$ cat config.mk
export PLATFORM = sky130hd
export DESIGN_NAME = junction_ctrl
export DESIGN_NICKNAME = d
export VERILOG_FILES = /design/src/rtl/junction_ctrl.sv
export SDC_FILE = /design/constraint.sdc
export NUM_CORES = 1
export LEC_CHECK = 0
export CORE_MARGIN = 2
export CORE_UTILIZATION = 34
export CTS_CLUSTER_DIAMETER = 150
export DETAILED_ROUTE_END_ITERATION = 8
export PLACE_DENSITY = 0.66
export SKIP_LAST_GASP = 1
export SYNTH_ARGS = -nofsm -noshare
export SYNTH_HDL_FRONTEND = slang
export SYNTH_SLANG_ARGS = --single-unit
export TNS_END_PERCENT = 5
$ cat constraint.sdc
create_clock -name clk -period 2.4 [get_ports clk]
set_input_delay 0.36 -clock clk [delete_from_list [all_inputs] [get_ports clk]]
set_output_delay 0.36 -clock clk [all_outputs]
set_load 0.05 [all_outputs]
$ cat src/rtl/junction_ctrl.sv
// Two-road junction sequencer: NS main road rests on green, EW side road and
// pedestrian WALK are served on latched requests using per-phase down-counters.
module junction_ctrl #(
    parameter int unsigned T_GREEN    = 8,
    parameter int unsigned T_AMBER    = 2,
    parameter int unsigned T_REDAMBER = 2,
    parameter int unsigned T_ALLRED   = 1,
    parameter int unsigned T_WALK     = 6,
    parameter int unsigned CTR_W      = 8
) (
    input  logic       clk,
    input  logic       rst,
    input  logic       ew_sense,
    input  logic       ped_req,
    output logic [2:0] rag_ns,
    output logic [2:0] rag_ew,
    output logic       walk,
    output logic       ped_wait,
    output logic [3:0] phase
);

    typedef enum logic [3:0] {
        ALLRED_A = 4'd0,
        WALK     = 4'd1,
        NS_RA    = 4'd2,
        NS_G     = 4'd3,
        NS_A     = 4'd4,
        ALLRED_B = 4'd5,
        EW_RA    = 4'd6,
        EW_G     = 4'd7,
        EW_A     = 4'd8
    } state_t;

    localparam logic [CTR_W-1:0] LD_GREEN    = CTR_W'(T_GREEN - 1);
    localparam logic [CTR_W-1:0] LD_AMBER    = CTR_W'(T_AMBER - 1);
    localparam logic [CTR_W-1:0] LD_REDAMBER = CTR_W'(T_REDAMBER - 1);
    localparam logic [CTR_W-1:0] LD_ALLRED   = CTR_W'(T_ALLRED - 1);
    localparam logic [CTR_W-1:0] LD_WALK     = CTR_W'(T_WALK - 1);

    state_t           state;
    logic [CTR_W-1:0] timer;
    logic             ew_wait;
    logic             expired;

    assign expired = (timer == '0);

    // Request latches are set first; the state case below overrides them so
    // that a clear on entry to (and throughout) the serving phase wins.
    always_ff @(posedge clk or posedge rst) begin
        if (rst) begin
            state    <= ALLRED_A;
            timer    <= LD_ALLRED;
            ew_wait  <= 1'b0;
            ped_wait <= 1'b0;
        end else begin
            if (!expired)
                timer <= timer - CTR_W'(1);
            if (ew_sense)
                ew_wait <= 1'b1;
            if (ped_req)
                ped_wait <= 1'b1;

            case (state)
                ALLRED_A: if (expired) begin
                    if (ped_wait) begin
                        state    <= WALK;
                        timer    <= LD_WALK;
                        ped_wait <= 1'b0;
                    end else begin
                        state <= NS_RA;
                        timer <= LD_REDAMBER;
                    end
                end
                WALK: begin
                    ped_wait <= 1'b0;
                    if (expired) begin
                        state <= NS_RA;
                        timer <= LD_REDAMBER;
                    end
                end
                NS_RA: if (expired) begin
                    state <= NS_G;
                    timer <= LD_GREEN;
                end
                NS_G: if (expired && (ew_wait || ped_wait)) begin
                    state <= NS_A;
                    timer <= LD_AMBER;
                end
                NS_A: if (expired) begin
                    state <= ALLRED_B;
                    timer <= LD_ALLRED;
                end
                ALLRED_B: if (expired) begin
                    if (ew_wait) begin
                        state <= EW_RA;
                        timer <= LD_REDAMBER;
                    end else begin
                        state <= ALLRED_A;
                        timer <= LD_ALLRED;
                    end
                end
                EW_RA: if (expired) begin
                    state   <= EW_G;
                    timer   <= LD_GREEN;
                    ew_wait <= 1'b0;
                end
                EW_G: begin
                    ew_wait <= 1'b0;
                    if (expired) begin
                        state <= EW_A;
                        timer <= LD_AMBER;
                    end
                end
                EW_A: if (expired) begin
                    state <= ALLRED_A;
                    timer <= LD_ALLRED;
                end
                default: begin
                    state <= ALLRED_A;
                    timer <= LD_ALLRED;
                end
            endcase
        end
    end

    always_comb begin
        rag_ns = 3'b100;
        rag_ew = 3'b100;
        walk   = 1'b0;
        case (state)
            WALK:    walk   = 1'b1;
            NS_RA:   rag_ns = 3'b110;
            NS_G:    rag_ns = 3'b001;
            NS_A:    rag_ns = 3'b010;
            EW_RA:   rag_ew = 3'b110;
            EW_G:    rag_ew = 3'b001;
            EW_A:    rag_ew = 3'b010;
            default: ;
        endcase
    end

    assign phase = state;

endmodule

==> impl_metrics.env <==
export IMPL_outcome="finished clean"
export IMPL_start_util_pct=35.3
export IMPL_fillers=271
export IMPL_pwr_share_clk_pct=10.3
export IMPL_syn_area_sq_um=957
export IMPL_die_h_microns=57.1
export IMPL_grt_overflow=0
export IMPL_dpl_worst_slack_ps=143
export IMPL_syn_to_final_growth_pct=23.1
export IMPL_post_route_util_pct=43.5
export IMPL_ys_types=36
export IMPL_path_class="flip-flop to flip-flop"
export IMPL_setup_slack_ps=178
export IMPL_syn_avg_cell_area_sq_um=8.55
export IMPL_cts_root_buffer="clkbuf_4"
export IMPL_reg2reg_depth=8
export IMPL_drive_gt1_share_pct=18.8
export IMPL_worst_slew_pin_slew_ps=528
export IMPL_synthFlopType="dfrtp_1"
export IMPL_synth_fp_nets=120
export IMPL_cts_tree="done"
export IMPL_synth_yosys_seq_area_share_pct=36.6
export IMPL_slew_headroom_pct=64.7
export IMPL_syn_inst=112
export IMPL_h_tree_depth=1
export IMPL_fin_nets=137
export IMPL_regArea_sq_um=350
export IMPL_seqPwrFrac_pct=28.9
export IMPL_post_dp_hpwl_microns=1570
export IMPL_netSwitchingFraction_pct=51.1
export IMPL_ys_async_sr_fraction_pct=100
export IMPL_min_period_ps=2220
export IMPL_drc=0
export IMPL_hold_slack_ps=395
export IMPL_rows=19
export IMPL_grt_total_usage_pct=14.9
export IMPL_multiInputGateArea_sq_um=566
export IMPL_antenna_left=0
export IMPL_crit_path_start_kind="flip-flop"
export IMPL_clkTransAtPathRegs_ps=90
export IMPL_endpoint_kind="flip-flop"
export IMPL_grt_start_max_net_pins=21
export IMPL_switching_power_mw=0.902
export IMPL_grt_pass1_vias=859
export IMPL_antenna_found_initial=0
export IMPL_finClkSkew_ps=1.55
export IMPL_rsz0062_at_grt="false"
export IMPL_portBuffers=15
export IMPL_synth_seq_cells=14
export IMPL_num_antenna_cells=0
export IMPL_boundaryPins=16
export IMPL_clock_latency_ps=290
export IMPL_drv_slew=0
export IMPL_cellPowerDensity_nw_per_um2=1500
export IMPL_vias_per_cell=5.59
export IMPL_cts_sinks=14
export IMPL_wl_per_cell_microns=13.9
export IMPL_required_ps=2590
export IMPL_ys_warn_count=0
export IMPL_hold_violations=0
export IMPL_fmax_mhz=450
export IMPL_core_area_sq_um=2710
export IMPL_cts_made_buffers=3
export IMPL_p_total_mw=1.77
export IMPL_synth_edf_count=0
export IMPL_p_leak_nw=0.506
export IMPL_fin_crit_sh_pct=92.6
export IMPL_hold_class="primary input to asynchronous set/reset pin"
export IMPL_clk_path_buf_depth=2
export IMPL_internal_power_mw=0.863
export IMPL_gp_congestion=0.733
export IMPL_maxCapViolCount=0
export IMPL_grt_first_pass_wirelength_microns=3820
export IMPL_ir_drop_mv=0.766
export IMPL_first_pass_iters=4
export IMPL_wl_microns=2220
export IMPL_setup_viol=0
export IMPL_cts_setup_buffers=0
export IMPL_vias=889
export IMPL_dieWidth_microns=57.1
export IMPL_cp_data_arrival_time_ps=2410
export IMPL_critPathMaxFanout=14
export IMPL_p_comb_share_pct=60.9
export IMPL_dieArea_sq_um=3260
export IMPL_drtIter0Drc=17
==> power by group through the flow <==
stage	Clock, mW	Combinational (mW)	Sequential, mW
after floorplan	0	0.748	0.553
after global placement	0	1.06	0.506
after detailed placement	0	1.08	0.514
after CTS	0.187	1.09	0.509
after global routing	0.195	1.17	0.531
final	0.181	1.07	0.510
==> sequential cells by signal, summed over array words and instances (netlist names) <==
| name | cells |
|---|---|
| timer | 8 |
| phase | 4 |
| ew_wait | 1 |
| ped_wait | 1 |
==> area by class of cell <==
class | instances | share of cell area [%]
Tap cell | 31 | 3.29
Sequential cell | 14 | 29.7
Multi-Input combinational cell | 85 | 48.0
Inverter | 6 | 2.12
Clock buffer | 4 | 3.08
Timing Repair Buffer | 19 | 13.8
==> final timing paths <==
check | startpoint | endpoint | slack, ps
worst max-delay path | timer[2]$_DFF_PP0_ | timer[0]$_DFF_PP0_ | 180
worst min-delay path | rst | phase[0]$_DFFE_PP0P_ | 400
worst max register to register | timer[2]$_DFF_PP0_ | timer[0]$_DFF_PP0_ | 180
worst min register to register | timer[7]$_DFF_PP0_ | timer[7]$_DFF_PP0_ | 550
max in group asynchronous | rst | phase[3]$_DFFE_PP0P_ | 1660
min in group clk | timer[7]$_DFF_PP0_ | timer[7]$_DFF_PP0_ | 550
==> critical path, stage by stage, from the launching register on <==
cell and delay (ps):
dfrtp_1 450, or4_4 550, nor3_4 180, inv_4 100, ha_1 190, nor2b_1 130
o21ai_0 90, o311ai_0 150, a211o_1 280
==> stage by stage <==
step                      instance area, sq um  cells  setup TNS [ps]
after floorplan                            968    112            -380
after global placement                    1140    155               0
after detailed placement                  1140    155               0
after CTS                                 1180    159               0
after global routing                      1180    159               0
final                                     1180    159               0
==> synth_stat cells, types with 2 or more instances <==
cell	number	area (sq um)
dfrtp_1	14	350
nand2_1	10	37.5
a21oi_1	9	45.0
o21ai_0	9	45.0
nor2_1	8	30.0
nor2b_1	7	43.8
clkbuf_1	6	22.5
inv_1	5	18.8
ha_1	4	50.1
nor3_1	3	15.0
xnor2_1	3	26.3
a221oi_1	2	17.5
and3_1	2	12.5
nand2b_1	2	12.5
nor3b_1	2	15.0
nor4_1	2	12.5
o22a_1	2	17.5
or2_2	2	12.5
or3_1	2	12.5
xor2_1	2	17.5
==> layer usage <==
| layer | GRT usage [%] | share of wire [%] | vias up |
|---|---|---|---|
| li1 | - | - | 429 |
| met1 | 19.4 | 47 | 428 |
| met2 | 23.3 | 47 | 28 |
| met3 | 4.76 | 5.1 | 4 |
| met4 | 5.32 | 1.2 | 0 |
| met5 | 0 | 0 | - |
==> kinds of logic (layout without fill, tap and decap cells) <==
kind of cell | after synthesis | count (layout) | synth area share [%]
multiplexers | 1 | 1 | 1.18
buffers and inverters | 13 | 29 | 5.49
adder cells (fa/ha/maj) | 4 | 4 | 5.23
AO/OA/AOI/OAI | 27 | 27 | 17.3
XOR/XNOR | 5 | 5 | 4.58
flip-flops | 14 | 14 | 36.6
AND/OR/NAND/NOR | 48 | 48 | 29.7
==> layout by cell type (no fill, tap or decap), types with 3 or more instances in the layout <==
| master | n |
|---|---|
| a21oi_1 | 9 |
| nor2b_1 | 7 |
| clkbuf_4 | 3 |
| nor2_1 | 8 |
| ha_1 | 4 |
| nand2_1 | 10 |
| clkdlybuf4s50_1 | 8 |
| inv_1 | 5 |
| dfrtp_1 | 14 |
| buf_4 | 11 |
| o21ai_0 | 9 |
| xnor2_1 | 3 |
==> what timing repair did <==
action | 4_1_cts | 5_1_grt
gates resized for setup | 0 | 1
hold buffers | 0 | 0
setup endpoints to repair | 0 | 1
Note: power is estimated with default switching activity, not from simulation.
